===== src/rtl/sisc_alu_ctrl.sv =====
// SISC ALU datapath plus the fetch/decode/execute/mem/writeback control FSM.
// Optional shift/rotate functions (0111-1010) are built when SISC_SHIFT_EN is defined.
module sisc_alu_ctrl #(
  parameter int DATA_W = 32
) (
  input  logic              clk,
  input  logic              rst_f,
  input  logic [31:0]       instruction,
  input  logic [DATA_W-1:0] rsa,
  input  logic [DATA_W-1:0] rsb,
  output logic [DATA_W-1:0] alu_result,
  output logic [DATA_W-1:0] write_data,
  output logic [3:0]        cc,
  output logic              stat_en,
  output logic              rf_we,
  output logic              rb_sel
);

  localparam int MSB = DATA_W - 1;

  typedef enum logic [2:0] {
    S_START0, S_START1, S_FETCH, S_DECODE,
    S_EXECUTE, S_MEM, S_WRITEBACK, S_HALT
  } state_e;

  state_e state_q;
  logic   rf_we_q, stat_en_q, rb_sel_q, wb_sel_q;

  logic [3:0]        opcode, mm;
  logic [DATA_W-1:0] op_a, op_b, res;
  logic [DATA_W:0]   sum_ext;
  logic              func_ok, supported, c_flag, v_flag;
  logic              unused_fields;

  assign opcode        = instruction[31:28];
  assign mm            = instruction[27:24];
  assign unused_fields = ^instruction[23:16];

  assign op_a = rsa;
  assign op_b = (opcode == 4'h2) ? {{(DATA_W-16){instruction[15]}}, instruction[15:0]} : rsb;

`ifdef SISC_SHIFT_EN
  logic [4:0]          amt;
  logic [2*DATA_W-1:0] rot_l, rot_r;
  assign amt     = op_b[4:0];
  assign rot_l   = {op_a, op_a} << amt;
  assign rot_r   = {op_a, op_a} >> amt;
  assign func_ok = (mm >= 4'h1) && (mm <= 4'hA);
`else
  assign func_ok = (mm >= 4'h1) && (mm <= 4'h6);
`endif

  assign supported = ((opcode == 4'h1) || (opcode == 4'h2)) && func_ok;

  always_comb begin
    res     = '0;
    c_flag  = 1'b0;
    v_flag  = 1'b0;
    sum_ext = '0;
    case (mm)
      4'h1: begin
        sum_ext = {1'b0, op_a} + {1'b0, op_b};
        res     = sum_ext[MSB:0];
        c_flag  = sum_ext[DATA_W];
        v_flag  = (op_a[MSB] == op_b[MSB]) && (res[MSB] != op_a[MSB]);
      end
      4'h2: begin
        // carry-out of A + ~B + 1 is the inverted borrow
        sum_ext = {1'b0, op_a} + {1'b0, ~op_b} + {{DATA_W{1'b0}}, 1'b1};
        res     = sum_ext[MSB:0];
        c_flag  = sum_ext[DATA_W];
        v_flag  = (op_a[MSB] != op_b[MSB]) && (res[MSB] != op_a[MSB]);
      end
      4'h3: res = ~op_a;
      4'h4: res = op_a | op_b;
      4'h5: res = op_a & op_b;
      4'h6: res = op_a ^ op_b;
`ifdef SISC_SHIFT_EN
      4'h7: res = op_a << amt;
      4'h8: res = op_a >> amt;
      4'h9: res = rot_l[2*DATA_W-1:DATA_W];
      4'hA: res = rot_r[MSB:0];
`endif
      default: ;
    endcase
    if (!supported) begin
      res    = '0;
      c_flag = 1'b0;
      v_flag = 1'b0;
    end
  end

  assign alu_result = res;
  assign cc         = {c_flag, v_flag, res[MSB], (res == '0)};
  assign write_data = wb_sel_q ? '0 : res;

  // Strobes are loaded on the MEM->WRITEBACK edge so they are high for exactly that state.
  always_ff @(posedge clk or posedge rst_f) begin
    if (rst_f) begin
      state_q   <= S_START0;
      rf_we_q   <= 1'b0;
      stat_en_q <= 1'b0;
      rb_sel_q  <= 1'b0;
      wb_sel_q  <= 1'b0;
    end else begin
      rf_we_q   <= 1'b0;
      stat_en_q <= 1'b0;
      rb_sel_q  <= 1'b0;
      wb_sel_q  <= 1'b0;
      case (state_q)
        S_START0:    state_q <= S_START1;
        S_START1:    state_q <= S_FETCH;
        S_FETCH:     state_q <= S_DECODE;
        S_DECODE:    state_q <= (opcode == 4'hF) ? S_HALT : S_EXECUTE;
        S_EXECUTE:   state_q <= S_MEM;
        S_MEM: begin
          state_q   <= S_WRITEBACK;
          rf_we_q   <= supported;
          stat_en_q <= supported;
        end
        S_WRITEBACK: state_q <= S_FETCH;
        S_HALT:      state_q <= S_HALT;
        default:     state_q <= S_START0;
      endcase
    end
  end

  assign rf_we   = rf_we_q;
  assign stat_en = stat_en_q;
  assign rb_sel  = rb_sel_q;

endmodule


===== config.mk =====
export PLATFORM = sky130hd
export DESIGN_NAME = sisc_alu_ctrl
export DESIGN_NICKNAME = d
export VERILOG_FILES = /design/src/rtl/sisc_alu_ctrl.sv
export SDC_FILE = /design/constraint.sdc
export NUM_CORES = 1
export LEC_CHECK = 0
export ABC_AREA = 1
export CORE_AREA = 3 3 178 93
export DETAILED_ROUTE_END_ITERATION = 8
export DIE_AREA = 0 0 181 96
export PLACE_DENSITY = 0.84
export SLEW_MARGIN = 20
export SYNTH_ARGS = -nofsm -noshare
export SYNTH_HDL_FRONTEND = slang
export SYNTH_SLANG_ARGS = --single-unit

===== constraint.sdc =====
create_clock -name clk -period 3.9 [get_ports clk]
set_input_delay 0.585 -clock clk [delete_from_list [all_inputs] [get_ports clk]]
set_output_delay 0.585 -clock clk [all_outputs]
set_load 0.005 [all_outputs]

==> results of run 1 <==
## metrics by stage
stage	hold WS [ps]	util (%)	cell area, µm²	setup slack, ps
floorplan	351	-	8310	155
global placement	517	78.7	11900	-1450
detailed placement	547	78.7	11900	-1470
CTS	550	93.4	14200	-376
## cells by family after synthesis
logic type,count (synthesis),share of synthesized area [%]
compound gates,161,11.6
buf+inv,448,24.2
other cells,1,0.0451
simple gates,868,46.6
fa+ha+maj,107,16.3
flops,4,1.20
xor+xnor,1,0.105
## cells in the mapped netlist, types with 3 or more instances
cell	instances	share of area, %
nand2_1	490	22
inv_1	333	15
nand3_1	164	9.9
ha_1	105	16
nor2_1	94	4.2
buf_4	56	5.1
o21ai_0	50	3.0
o22ai_1	45	3.4
a21oi_1	35	2.1
nor2_2	30	2.3
inv_2	25	1.1
nand2_2	25	1.9
nand4_1	23	1.7
a221oi_1	14	1.5
buf_6	14	1.9
buf_2	12	0.72
nand3_2	8	0.96
and3_1	7	0.53
nor2_4	7	0.95
a21oi_2	6	0.63
clkbuf_1	6	0.27
nor3_1	6	0.36
nand2_4	5	0.68
dfrtp_1	4	1.2
o21bai_1	4	0.36
and2_1	3	0.23
## what timing repair did
| action | 4_1_cts |
|---|---|
| pin swaps | 122 |
| setup endpoints to repair | 66 |
| buffers inserted | 66 |
| gates resized for setup | 569 |
| gates cloned | 6 |
==> impl_metrics.csv, run 1 <==
group,metric,value,unit
placed_design,dp.cells,2178,
clock_tree,cts.sinks,4,
placed_design,port_buffers,159,
clock_tree,htree_levels,1,
floorplanning,ios,169,
synthesis,ys_seq_area_share,1.20,%
outcome,status,"aborted with a tool error",
floorplanning,num_rows,32,
synthesis,synthCells,1590,
synthesis,synth.distinct_cells,40,
synthesis,syn_nets,1795,
synthesis,avgSynthCellArea,5.23,µm²
synthesis,ys_dominant_reg_cell,"dfrtp_1",
clock_tree,clockBufferDepth,2,
outcome,error,"[ERROR DPL-0038] Utilization greater than 100%, impossible to legalize",
floorplanning,start_util,54.7,%
synthesis,synth_area,8310,µm²
placed_design,gp_congestion,1.08,
clock_tree,ctsHoldBuffers,0,
floorplanning,die_width,181,µm
synthesis,synth_edf_count,0,
clock_tree,numCtsBuffers,3,
synthesis,yosys_warnings,0,
outcome,last-stage-reached,"5_1_grt",
global_routing,grt_max_degree,29,
synthesis,synth-async-reset-ratio,100,%
placed_design,hpwl,29.5,mm
synthesis,ys_ff_latch,4,
clock_tree,cts_root_buffer,"clkbuf_16",
floorplanning,die_h,96,µm
==> inputs of run 2 (changes only) <==
--- a/config.mk
+++ b/config.mk
@@ -6,10 +6,10 @@
 export NUM_CORES = 1
 export LEC_CHECK = 0
 export ABC_AREA = 1
-export CORE_AREA = 3 3 178 93
+export CORE_AREA = 3 3 149 151
 export DETAILED_ROUTE_END_ITERATION = 8
-export DIE_AREA = 0 0 181 96
-export PLACE_DENSITY = 0.84
+export DIE_AREA = 0 0 152 154
+export PLACE_DENSITY_LB_ADDON = 0.15
 export SLEW_MARGIN = 20
 export SYNTH_ARGS = -nofsm -noshare
 export SYNTH_HDL_FRONTEND = slang
==> run 2 against run 1 <==
Effect of this change:
- the flow now finishes, with violations (negative setup slack)
- synthesized area unchanged
- synthesized cell count unchanged
==> impl_metrics.csv, run 2 <==
group,metric,value,unit
detailed_routing,drcViolationCount,0,
floorplanning,core_area,21000,µm²
placed_design,gp_congestion,1.03,
critical_path,worstReg2RegEnd,"state_q[0]$_DFF_PP0_",
critical_path,r2r_setup_slack,2940,ps
timing,final-setup-viol-count,41,
clock_tree,cts_root_buffer,"clkbuf_16",
clock_tree,clockBufferDepth,2,
detailed_routing,dr.pass1.iters,5,
placed_design,port_buffers,159,
timing,period_needed,4200,ps
outcome,status,"finished with violations",
synthesis,synthMuxAreaShare,0,%
synthesis,synth_top_family_by_area,"simple AND/OR/NAND/NOR gates",
synthesis,synth_top_cell_by_area,"nand2_1",
clock_tree,numCtsBuffers,3,
floorplanning,die_width,152,µm
critical_path,critical_path.cell_chain,"buf_6 -> nor2_4 -> nand3_4 -> buf_12 -> buf_16 -> nand2_4 -> o21ai_4 -> buf_6 -> buf_6 -> fa_2 -> inv_4 -> nand2_2 -> nand2_1 -> nor2_1 -> a31oi_1 -> a21oi_2 -> nor2_1 -> nand3_1 -> nor2_2 -> nand2_2 -> nor2_2 -> nand3_1 -> nor2_1 -> buf_2",
clock_tree,clock_latency,230,ps
outcome,violations,"negative setup slack",
synthesis,ys_dominant_reg_cell,"dfrtp_1",
critical_path,ff2ff_path_depth,2,
clock_tree,htree_levels,1,
detailed_routing,antenna_left,0,
floorplanning,die_area,23400,µm²
global_routing,grt_pass1_vias,12100,
critical_path,crit_fanout,7,
critical_path,required,3310,ps
critical_path,slowest_delay,420,ps
critical_path,crit_family,"simple AND/OR/NAND/NOR gates",
detailed_routing,routedWlPerCell,17.7,µm
synthesis,synthTopCellsByCount,"nand2_1 (490), inv_1 (333), nand3_1 (164)",
final_layout,syn2layout_area_growth,94.8,%
power,power_density,166,nW/µm²
final_layout,layout_common_cells,"buf_4 (384), nand2_1 (306), inv_1 (268)",
critical_path,end_kind,"output port",
detailed_routing,vias_per_cell,5.24,
timing,max_slew_margin,58.5,%
synthesis,avgSynthCellArea,5.23,µm²
job,maxCapViolations,0,
floorplanning,start_util,39.6,%
placed_design,dpl_cell_area,12400,µm²
critical_path,crit_slowest_cell,"fa_2",
synthesis,synth_adder_area_share,16.3,%
synthesis,synthTopCellsByArea,"nand2_1 (22%), ha_1 (16%), inv_1 (15%)",
placed_design,hpwl,29.9,mm
final_layout,fin_area,16200,µm²
synthesis,ys_seq_area_share,1.20,%
timing,finalMaxSlewViolations,0,
timing,rsz0062_at_grt,"yes",
critical_path,cp.arrival,3610,ps
floorplanning,die_h,154,µm
synthesis,yosys.area_share.simple,46.6,%
final_layout,drive_above_1_share,51.8,%
synthesis,synth.distinct_cells,40,
detailed_routing,vias,12600,
clock_tree,cts.sinks,4,
clock_tree,cts_tree,"done",
placed_design,dp.cells,2289,
critical_path,cp.buffers_inverters,7,
synthesis,synth-async-reset-ratio,100,%
critical_path,start_kind,"primary input",
global_routing,grt_pass1_wl,62.5,mm
power,p_leak,9.06,nW
synthesis,synth.most_common_cell,"nand2_1",
synthesis,syn_nets,1795,
synthesis,synth_edf_count,0,
global_routing,grt_max_degree,20,
global_routing,grt_use_total,32.6,%
final_layout,final_common_cell,"buf_4",
timing,worstMarginPinSlew,622,ps
synthesis,synthCells,1590,
clock_tree,clk_pin_slew,30,ps
detailed_routing,routed_wl,42.5,mm
floorplanning,num_rows,53,
power,vdd_drop_max,0.339,mV
synthesis,ys_ff_latch,4,
timing,setup_ws,-298,ps
final_layout,final_nets,2336,
global_routing,gr-total-overflow,0,
critical_path,worstSetupPathType,"primary input to output port",
synthesis,synth_area,8310,µm²
global_routing,antenna_found_initial,0,
timing,post-route-period-util,108,%
timing,final_hold_viol_count,0,
final_layout,antenna_cells,0,
timing,fmax,238,MHz
placed_design,pre_cts_ws,-1270,ps
floorplanning,ios,169,
synthesis,yosys_warnings,0,
final_layout,fin_cells,2404,
worst_hold_path,worstHoldPathType,"primary input to async pin",
timing,skew,3.37,ps
detailed_routing,drtIter0Drc,1078,
synthesis,netlist.area_leader.share,22.1,%
synthesis,synth-xor-area-share,0.105,%
synthesis,synth_compound_area_share,11.6,%
run 2: cell families after synthesis:
group | count (synthesis)
xor+xnor | 1
fa+ha+maj | 107
flops | 4
buf+inv | 448
compound gates | 161
other cells | 1
simple gates | 868
run 2: worst reg2reg max path: stages (launching register included):
cell	delay, ps
dfrtp_1	410
a41oi_1	280
o21ai_0	140
run 2: area by class of cell:
cell class | instances | area, µm²
clock buffer | 3 | 75.1
fill | 1575 | 4770
inverter | 360 | 1380
multi-input combinational | 1139 | 8780
sequential | 4 | 100
tap | 275 | 344
timing repair buffer | 623 | 5500
run 2: what timing repair did:
action,in CTS,in global routing
pin swaps,155,172
endpoints found under the setup margin,66,65
cloned,5,0
buffers inserted,73,45
resized for setup,592,382
hold buffers,0,0
run 2: worst max path at each step:
stage / from / end / slack, ps / depth (start not counted)
after floorplan: instruction[31] / cc[0] / 150 / 22
after global placement: instruction[31] / cc[0] / -1260 / 24
after detailed placement: instruction[31] / cc[0] / -1270 / 26
after CTS: instruction[30] / cc[0] / -230 / 21
after global routing: instruction[31] / cc[0] / -470 / 26
final: instruction[31] / cc[0] / -300 / 24
run 2: metal layers:
layer  wire (µm)  vias up  track usage, %
met4        1270        0            8.13
met5           0        -               0
met2       19500      649            53.2
li1            -     5967               -
met1       17900     5873            45.3
met3        3860      113            4.70
run 2: power breakdown:
part	leakage, nW	switching, W	internal [W]
sequential	0.0485	0.0000166	0.0000580
clock	0.0370	0.0000297	0.000131
combinational	8.97	0.00133	0.00113
run 2: metrics by stage:
step | power [W] | utilization (%) | TNS [ps] | hold slack (ps)
2_1_floorplan | 0.000959 | - | 0 | 351
3_3_place_gp | 0.00173 | 59.2 | -50340 | 528
5_1_grt | 0.00285 | 77.2 | -10330 | 615
3_5_place_dp | 0.00174 | 59.2 | -52680 | 558
4_1_cts | 0.00231 | 70.3 | -3860 | 572
6_report | 0.00269 | 77.2 | -4000 | 596
(Power assumes the default switching activity.)
